## src/rtl/fsb_trace_replay_if.sv

```systemverilog
// Handshake channels between the trace-replay engine and the DUT it drives:
// a valid/yumi send channel and a valid/ready receive channel.
interface fsb_trace_replay_if #(
    parameter int ring_width_p = 80
) ();
    logic                    v_i;
    logic [ring_width_p-1:0] data_i;
    logic                    ready_o;
    logic                    v_o;
    logic [ring_width_p-1:0] data_o;
    logic                    yumi_i;

    // master is the replay engine, slave is the DUT side
    modport master (
        input  v_i, data_i, yumi_i,
        output ready_o, v_o, data_o
    );
    modport slave (
        output v_i, data_i, yumi_i,
        input  ready_o, v_o, data_o
    );
endinterface

```

## src/rtl/fsb_trace_replay.sv

```systemverilog
// Trace-replay engine: walks a combinational trace ROM, sends payloads to a DUT,
// compares the DUT's responses and reports sticky done/error.
//
// op   | meaning
// 0000 | nop, one cycle
// 0001 | send payload, completes on yumi
// 0010 | receive and compare against payload
// 0011 | done, halt replay
// 0100 | finish, same as done
// 0101 | wait payload[15:0]+2 cycles
// else | illegal, flag error and skip
module fsb_trace_replay #(
    parameter int ring_width_p     = 80,
    parameter int rom_addr_width_p = 6
) (
    input  logic                        clk_i,
    input  logic                        reset_i,
    input  logic                        en_i,
    fsb_trace_replay_if.master          chan,
    output logic [rom_addr_width_p-1:0] rom_addr_o,
    input  logic [ring_width_p+3:0]     rom_data_i,
    output logic                        done_o,
    output logic                        error_o
);
    typedef enum logic [3:0] {
        op_nop    = 4'h0,
        op_send   = 4'h1,
        op_recv   = 4'h2,
        op_done   = 4'h3,
        op_finish = 4'h4,
        op_wait   = 4'h5
    } op_e;

    op_e                         op;
    logic [ring_width_p-1:0]     payload;
    logic [15:0]                 wait_load;
    logic [15:0]                 wait_cnt;
    logic [15:0]                 wait_cnt_n;
    logic                        loaded;
    logic                        loaded_n;
    logic [rom_addr_width_p-1:0] addr_n;
    logic                        done_n;
    logic                        error_n;
    logic                        active;
    logic                        complete;

    assign op        = op_e'(rom_data_i[ring_width_p+3 -: 4]);
    assign payload   = rom_data_i[ring_width_p-1:0];
    assign wait_load = 16'(payload);

    // handshakes are offered only while replay is live, never during reset
    assign active       = en_i & ~done_o & ~reset_i;
    assign chan.v_o     = active & (op == op_send);
    assign chan.ready_o = active & (op == op_recv);
    assign chan.data_o  = payload;

    always_comb begin
        addr_n     = rom_addr_o;
        done_n     = done_o;
        error_n    = error_o;
        wait_cnt_n = wait_cnt;
        loaded_n   = loaded;
        complete   = 1'b0;
        if (active) begin
            case (op)
                op_nop: complete = 1'b1;
                op_send: complete = chan.yumi_i;
                op_recv: begin
                    if (chan.v_i) begin
                        complete = 1'b1;
                        if (chan.data_i != payload) error_n = 1'b1;
                    end
                end
                op_done, op_finish: done_n = 1'b1;
                op_wait: begin
                    // first cycle loads, then count down to terminal count
                    if (!loaded) begin
                        wait_cnt_n = wait_load;
                        loaded_n   = 1'b1;
                    end else if (wait_cnt == 16'd0) begin
                        loaded_n = 1'b0;
                        complete = 1'b1;
                    end else begin
                        wait_cnt_n = wait_cnt - 16'd1;
                    end
                end
                default: begin
                    error_n  = 1'b1;
                    complete = 1'b1;
                end
            endcase
            if (complete) addr_n = rom_addr_o + rom_addr_width_p'(1);
        end
    end

    always_ff @(posedge clk_i) begin
        if (reset_i) begin
            rom_addr_o <= '0;
            done_o     <= 1'b0;
            error_o    <= 1'b0;
            wait_cnt   <= '0;
            loaded     <= 1'b0;
        end else begin
            rom_addr_o <= addr_n;
            done_o     <= done_n;
            error_o    <= error_n;
            wait_cnt   <= wait_cnt_n;
            loaded     <= loaded_n;
        end
    end
endmodule

```

## src/flat_wrapper.sv

```systemverilog
// flat-port wrapper written by rule: the top's interface ports become plain ports
module fsb_trace_replay_flat 
#(
    parameter int ring_width_p     = 80,
    parameter int rom_addr_width_p = 6
)
  (clk_i, reset_i, en_i, rom_addr_o, rom_data_i, done_o, error_o, chan_v_i, chan_data_i, chan_yumi_i, chan_ready_o, chan_v_o, chan_data_o);
  fsb_trace_replay_if #(.ring_width_p(ring_width_p)) chan_i ();
  input  logic clk_i;
  input  logic reset_i;
  input  logic en_i;
  output logic [rom_addr_width_p-1:0] rom_addr_o;
  input  logic [ring_width_p+3:0] rom_data_i;
  output logic done_o;
  output logic error_o;
  input wire logic [$bits(chan_i.v_i)-1:0] chan_v_i;
  input wire logic [$bits(chan_i.data_i)-1:0] chan_data_i;
  input wire logic [$bits(chan_i.yumi_i)-1:0] chan_yumi_i;
  output wire logic [$bits(chan_i.ready_o)-1:0] chan_ready_o;
  output wire logic [$bits(chan_i.v_o)-1:0] chan_v_o;
  output wire logic [$bits(chan_i.data_o)-1:0] chan_data_o;
  assign chan_i.v_i = chan_v_i;
  assign chan_i.data_i = chan_data_i;
  assign chan_i.yumi_i = chan_yumi_i;
  assign chan_ready_o = chan_i.ready_o;
  assign chan_v_o = chan_i.v_o;
  assign chan_data_o = chan_i.data_o;
  fsb_trace_replay #(.ring_width_p(ring_width_p), .rom_addr_width_p(rom_addr_width_p)) u_core (.clk_i(clk_i), .reset_i(reset_i), .en_i(en_i), .chan(chan_i), .rom_addr_o(rom_addr_o), .rom_data_i(rom_data_i), .done_o(done_o), .error_o(error_o));
endmodule
```

## config.mk

```make
export PLATFORM = sky130hd
export DESIGN_NAME = fsb_trace_replay_flat
export DESIGN_NICKNAME = d
export VERILOG_FILES = /design/src/rtl/fsb_trace_replay_if.sv /design/src/rtl/fsb_trace_replay.sv /design/src/flat_wrapper.sv
export SDC_FILE = /design/constraint.sdc
export NUM_CORES = 1
export LEC_CHECK = 0
export BUFFER_PORTS_ARGS = -buffer_cell sky130_fd_sc_hd__buf_2
export CAP_MARGIN = 20
export CORE_ASPECT_RATIO = 0.6
export CORE_MARGIN = 8
export CORE_UTILIZATION = 36
export DETAILED_ROUTE_END_ITERATION = 12
export GPL_ROUTABILITY_DRIVEN = 0
export PLACE_DENSITY = 0.91
export RECOVER_POWER = 50
export SYNTH_ARGS = -nofsm -noshare
export SYNTH_HDL_FRONTEND = slang
export SYNTH_SLANG_ARGS = --single-unit
```

## constraint.sdc

```tcl
create_clock -name clk_i -period 2.03 [get_ports clk_i]
set_input_delay 0.1015 -clock clk_i [delete_from_list [all_inputs] [get_ports clk_i]]
set_output_delay 0.1015 -clock clk_i [all_outputs]
set_load 0.01 [all_outputs]
```

==> reports/summary.txt, run 1 <==
Post-Place Cell Area: 4220 µm²
post-synthesis cell type count: 58
Total Die Area: 12000 µm²
Slew Limit Fails: 0
vias in the first global route: 3578
P_leak: 2.11 nW
finished layout cell area: 4430 µm²
hpwl dp: 10.3 mm
DRC: 0
crit path buf inv count: 0
Worst Slack Setup Final: -7.96 ps
cell family with most CP delay: simple AND/OR/NAND/NOR gates
total routed wirelength: 12.3 mm
CP startpoint kind: flop
CTS Buf Count: 3
Yosys warning total: 0
worst reg-to-reg setup slack: -8 ps
Worst slew margin: 0.694
RR Startpoint: u_core.wait_cnt[6]$_SDFFE_PP0P_
critical path class: flop to flop
CTS Root Cell: clkbuf_16
crit path launch: u_core.wait_cnt[6]$_SDFFE_PP0P_
Critical Path End Type: flop
P_int: 1.07 mW
Top Ports: 259
Post-synth EDFFs: 0
crit share post-route: 1.00
vias: 3608
CTS tree: done
crit path cell chain: or4_4, or4_4, o31ai_4, nand2_1, a32o_1
DR WL/cell: 17.1 µm
asr flop ratio synth: 0
Tightest Hold Check Type: input pin to flop
Post-synth top flop: dfxtp_1
vias per cell: 5.03
sequential-to-total area share from yosys stat: 0.161
Net Sw Frac: 0.328
Synth Net Count: 564
worst clock skew: 5.63 ps
dpl ws: -110 ps
Sink Count: 25
htree depth: 1
first-pass GRT wire length: 17.4 mm
Die W: 136 µm
FMAX: 491 MHz
largest net degree at the start of global routing: 28
crit path max-delay cell type: or4_4
Worst Path Required: 2200 ps
# port buffers: 258
Routed Antenna Nets: 0
FILL cells: 792
syn avg cell area: 7.94 µm²
r2r endpoint: u_core.wait_cnt[14]$_SDFFE_PP0P_
Critical Path Most Common Cell: or4_4
Placeable Area: 8460 µm²
CP Depth: 5
worst vdd ir: 0.369 mV
share of total power in the clock network: 0.292
Max FO, Critical Path: 3
Tot GR Track Use: 0.177
Iter 0 DRT Violations: 228
logic gate share of total power: 0.390
antenna cells: 0
Row Count: 26
GR Overflow Total: 0
Net Sw Power: 522 µW
status: finished with violations
Critical Path AT: 2200 ps
pwr dens: 358 nW/µm²
sequential power share: 0.318
RSZ-0062 raised after global routing: true
area of the mapped netlist: 3110 µm²
Area Growth Syn to Fin: 42.4%
R2R depth: 5
Worst path max stage delay: 570 ps
Clock Path Buffers: 2
CP endpoint: u_core.wait_cnt[14]$_SDFFE_PP0P_
crit path time final: 2040 ps
Starting Density: 0.368
#FFs+latches synth: 25
Die Height: 88.0 µm
share of layout cells above drive strength 1: 0.477
initial antenna violation count: 0
Mapped Cells: 392
maxcap violations: 0
violated checks: setup timing
Hold Fails Final Rpt: 0
Skew-Pair Late Insertion Delay: 270 ps
final setup fails: 1
DR pass1 iterations: 5
Worst-path clk slew: 70 ps
Layout Nets: 779
Worst Max-Slew Pin Slew: 454 ps
-- kinds of logic (layout without fill, tap and decap cells) --
family	after synthesis	in the layout	share of synthesized area
buffers and inverters	100	314	0.221
adder cells (fa/ha/maj)	3	3	0.0121
multiplexers	6	6	0.0201
AND/OR/NAND/NOR	114	114	0.218
AO/OA/AOI/OAI	64	64	0.143
XOR/XNOR	80	80	0.225
flip-flops	25	25	0.161
-- state kept, by name, summed over array words and instances (netlist names) --
register / flops
u_core.done_o: 1
u_core.error_o: 1
u_core.loaded: 1
u_core.rom_addr_o: 6
u_core.wait_cnt: 16
-- metal layers --
layer,global-route usage,up-vias,wire length (µm)
met4,0.0278,0,140
met3,0.0607,14,1540
met5,0,-,0
li1,-,1758,-
met2,0.313,220,5910
met1,0.206,1616,4710
-- worst reg2reg max path: cells and delay by family (launching register included) --
kind	cells	cell delay, ps
flip-flops	1	360
AO/OA/AOI/OAI	2	400
AND/OR/NAND/NOR	3	1190
-- metrics by stage --
stage	cells	utilization	hold slack, ps	power (mW)	setup TNS (ps)
2_1_floorplan	392	-	217	0.880	-64.4
3_3_place_gp	710	0.499	381	1.12	-180
3_5_place_dp	710	0.499	385	1.13	-275
4_1_cts	714	0.517	116	1.59	-14.2
5_1_grt	718	0.524	128	1.67	-335
6_report	718	0.524	112	1.59	-7.96
-- cell usage in the layout, fill, tap and decap left out, types with 3 or more instances in the layout --
master / count
a21oi_1: 15
a22oi_1: 4
and2_1: 3
buf_2: 205
buf_4: 41
buf_6: 3
clkbuf_1: 53
clkbuf_16: 3
dfxtp_1: 20
dfxtp_2: 3
inv_1: 6
mux2i_1: 4
nand2_1: 18
nand3_1: 7
nand4_1: 8
nor2_1: 14
nor2b_1: 6
nor3_1: 4
nor4_1: 22
nor4_2: 3
o21ai_0: 9
o31ai_1: 4
o41ai_1: 3
or4_4: 4
xnor2_1: 14
xor2_1: 66
-- synthesized netlist by cell type, drive strengths merged, types with 3 or more instances --
library cell  instances  share of area
or4                   5          0.016
nand4                 8          0.016
buf                  86           0.20
xnor2                14          0.039
a21oi                15          0.024
nor4                 27          0.058
o31ai                 5          0.014
nand3                 7          0.011
dfxtp                25           0.16
nor2b                 6          0.012
nor2                 15          0.019
nor4b                 3         0.0084
and2                  3         0.0060
clkbuf                6         0.0072
inv                   8         0.0096
xor2                 66           0.19
nor3                  5         0.0096
mux2i                 4          0.013
a22oi                 4         0.0096
nand2                19          0.023
o41ai                 5          0.014
a31oi                 4         0.0080
o21ai                11          0.018
nor3b                 3         0.0072
ha                    3          0.012
-- cell type report --
cell class / count / area (µm²) / share of cell area
flip-flops and latches: 25 / 512 / 0.115
well taps: 112 / 140 / 0.0316
clock inverters: 1 / 7.51 / 0.00169
clock buffers: 3 / 75.1 / 0.0169
inverters: 8 / 35.0 / 0.00790
multi-input cells: 267 / 2100 / 0.473
repair buffers: 302 / 1570 / 0.353
-- repair_timing --
item | CTS | global route
buffers inserted | 0 | 4
hold buffers | 0 | 0
cloned | 0 | 0
gates resized for setup | 13 | 20
endpoints found under the setup margin | 7 | 14
pin swaps | 3 | 7
-- how the worst min path moves through the flow --
stage | from | cells after the start | slack [ps] | end
global route | rom_data_i[7] | 3 | 130 | u_core.wait_cnt[7]$_SDFFE_PP0P_
CTS | rom_data_i[7] | 3 | 120 | u_core.wait_cnt[7]$_SDFFE_PP0P_
global placement | rom_data_i[7] | 3 | 380 | u_core.wait_cnt[7]$_SDFFE_PP0P_
finish | rom_data_i[15] | 3 | 110 | u_core.wait_cnt[15]$_SDFFE_PP0P_
floorplan | rom_data_i[7] | 2 | 220 | u_core.wait_cnt[7]$_SDFFE_PP0P_
detailed placement | rom_data_i[7] | 3 | 380 | u_core.wait_cnt[7]$_SDFFE_PP0P_
-- power groups by stage --
stage / Clock [mW] / Combinational, mW / Sequential [mW]
2_1_floorplan: 0 / 0.361 / 0.518
3_3_place_gp: 0 / 0.605 / 0.517
3_5_place_dp: 0 / 0.615 / 0.518
4_1_cts: 0.465 / 0.623 / 0.505
5_1_grt: 0.487 / 0.680 / 0.506
6_report: 0.463 / 0.620 / 0.505
Note: power is estimated with default switching activity, not from simulation.
==> inputs of run 2 (changes only) <==
--- a/config.mk
+++ b/config.mk
@@ -9,10 +9,10 @@
 export CAP_MARGIN = 20
 export CORE_ASPECT_RATIO = 0.6
 export CORE_MARGIN = 8
-export CORE_UTILIZATION = 36
+export CORE_UTILIZATION = 43
 export DETAILED_ROUTE_END_ITERATION = 12
 export GPL_ROUTABILITY_DRIVEN = 0
-export PLACE_DENSITY = 0.91
+export PLACE_DENSITY = 0.95
 export RECOVER_POWER = 50
 export SYNTH_ARGS = -nofsm -noshare
 export SYNTH_HDL_FRONTEND = slang
==> constraint.sdc (replaced) <==
create_clock -name clk_i -period 2.6 [get_ports clk_i]
set_input_delay 0.13 -clock clk_i [delete_from_list [all_inputs] [get_ports clk_i]]
set_output_delay 0.13 -clock clk_i [all_outputs]
set_load 0.01 [all_outputs]
==> reports/summary.txt, run 2 (same netlist as run 1, synthesis figures left out) <==
Critical Path AT: 2590 ps
initial antenna violation count: 0
crit share post-route: 0.935
pwr dens: 305 nW/µm²
share of layout cells above drive strength 1: 0.394
DRC: 0
Placeable Area: 7150 µm²
total power: 1.20 mW
Area Growth Syn to Fin: 26.1%
CTS Root Cell: clkbuf_16
critical path class: flop to flop
Max FO, Critical Path: 5
status: complete, no violations
Die W: 126 µm
worst reg-to-reg setup slack: 170 ps
finished layout cell area: 3930 µm²
CP startpoint kind: flop
commonest cells after routing, fill and taps aside: buf_2 (201), xor2_1 (66), clkbuf_1 (58)
first-pass GRT wire length: 17.4 mm
met2 usage: 0.384
Layout Nets: 742
final setup fails: 0
most flop-heavy register: u_core.wait_cnt
vias: 3536
Post-Place Cell Area: 3910 µm²
Critical Path End Type: flop
CTS tree: done
Row Count: 24
worst clock skew: 2.64 ps
Slew Limit Fails: 0
DR WL/cell: 17.6 µm
Die Height: 81.9 µm
grt met3 use: 0.0616
FILL cells: 703
Iter 0 DRT Violations: 253
vias in the first global route: 3666
max FFs per register: 16
register area: 500 µm²
crit path time final: 2430 ps
total routed wirelength: 11.6 mm
Skew-Pair Late Insertion Delay: 260 ps
Worst slew margin: 0.530
Routed Antenna Nets: 0
Top Ports: 259
Hold Fails Final Rpt: 0
Regs by FF count: u_core.wait_cnt x16, u_core.rom_addr_o x6
DR pass1 iterations: 5
Clock Path Buffers: 2
dpl ws: 248 ps
# port buffers: 258
Tot GR Track Use: 0.203
Worst Slack Setup Final: 169 ps
maxcap violations: 0
FMAX: 411 MHz
grt met1 use: 0.223
r2r endpoint: u_core.wait_cnt[14]$_SDFFE_PP0P_
R2R depth: 7
Worst-path clk slew: 60 ps
htree depth: 1
Sink Count: 25
P_leak: 1.84 nW
Total Die Area: 10300 µm²
setup tns final: 0 ps
worst vdd ir: 0.206 mV
commonest non-fill, non-tap cell in the layout: buf_2
RR Startpoint: u_core.wait_cnt[0]$_SDFFE_PP0P_
Worst Hold Depth: 3
largest net degree at the start of global routing: 28
Worst Hold Path EP: u_core.wait_cnt[12]$_SDFFE_PP0P_
Worst Max-Slew Pin Slew: 701 ps
antenna cells: 0
hold slack: 148 ps
Starting Density: 0.436
hold path startpoint: rom_data_i[12]
Worst Path Required: 2760 ps
GR Overflow Total: 0
busiest metal layer after global routing: met2
Tightest Hold Check Type: input pin to flop
CTS Buf Count: 3
RSZ-0062 raised after global routing: false
hpwl dp: 10.1 mm
vias per cell: 5.36
Multi-input gate area: 1930 µm²
-- run 2: changes by cell type in the layout (fill, tap and decap cells not counted), moves of 3 or more --
cell	before	now
buf_2	205	201
buf_4	41	7
buf_6	3	0
clkbuf_1	53	58
dfxtp_1	20	25
dfxtp_2	3	0
nor4_1	22	25
-- run 2: cell type report --
cell class              count  area share
well taps                  91      0.0290
multi-input cells         267       0.492
flip-flops and latches     25       0.127
clock buffers               4      0.0201
inverters                   8     0.00765
repair buffers            265       0.324
-- run 2: report_power, final --
part	internal (mW)	leakage [nW]	switching [mW]
Sequential	0.389	0.202	0.00778
Clock	0.210	0.0382	0.140
Combinational	0.213	1.60	0.239
-- run 2: routing by layer --
metal / share of wire / wire (µm) / vias up
met1: 0.37 / 4300 / 1593
met4: 0.018 / 204 / 0
met3: 0.11 / 1270 / 30
li1: - / - / 1678
met2: 0.50 / 5820 / 235
met5: 0 / 0 / -
-- run 2: per-stage QoR --
step,std cells,util
final,660,0.549
after global placement,656,0.547
after CTS,660,0.558
after floorplan,392,-
after global routing,660,0.549
after detailed placement,656,0.547
-- run 2: repair_timing --
| action | CTS | global route |
|---|---|---|
| setup buffers | 0 | 0 |
| setup endpoints to repair | 0 | 1 |
| hold buffers | 0 | 0 |
| resized for setup | 0 | 1 |
-- run 2: worst max-delay path by stage --
stage	from	end	slack (ps)
3_3_place_gp	u_core.wait_cnt[0]$_SDFFE_PP0P_	u_core.wait_cnt[14]$_SDFFE_PP0P_	340
2_1_floorplan	u_core.wait_cnt[0]$_SDFFE_PP0P_	u_core.wait_cnt[14]$_SDFFE_PP0P_	400
3_5_place_dp	u_core.wait_cnt[0]$_SDFFE_PP0P_	u_core.wait_cnt[14]$_SDFFE_PP0P_	250
5_1_grt	u_core.wait_cnt[0]$_SDFFE_PP0P_	u_core.wait_cnt[14]$_SDFFE_PP0P_	80
6_report	u_core.wait_cnt[0]$_SDFFE_PP0P_	u_core.wait_cnt[14]$_SDFFE_PP0P_	170
4_1_cts	u_core.wait_cnt[0]$_SDFFE_PP0P_	u_core.wait_cnt[14]$_SDFFE_PP0P_	180
-- run 2: critical path: stages (launching register included) --
cell and delay [ps]:
dfxtp_1 330, inv_1 110, ha_1 240, or4b_2 610
or4_4 450, o31ai_2 220, nand2_1 90, a32o_1 270
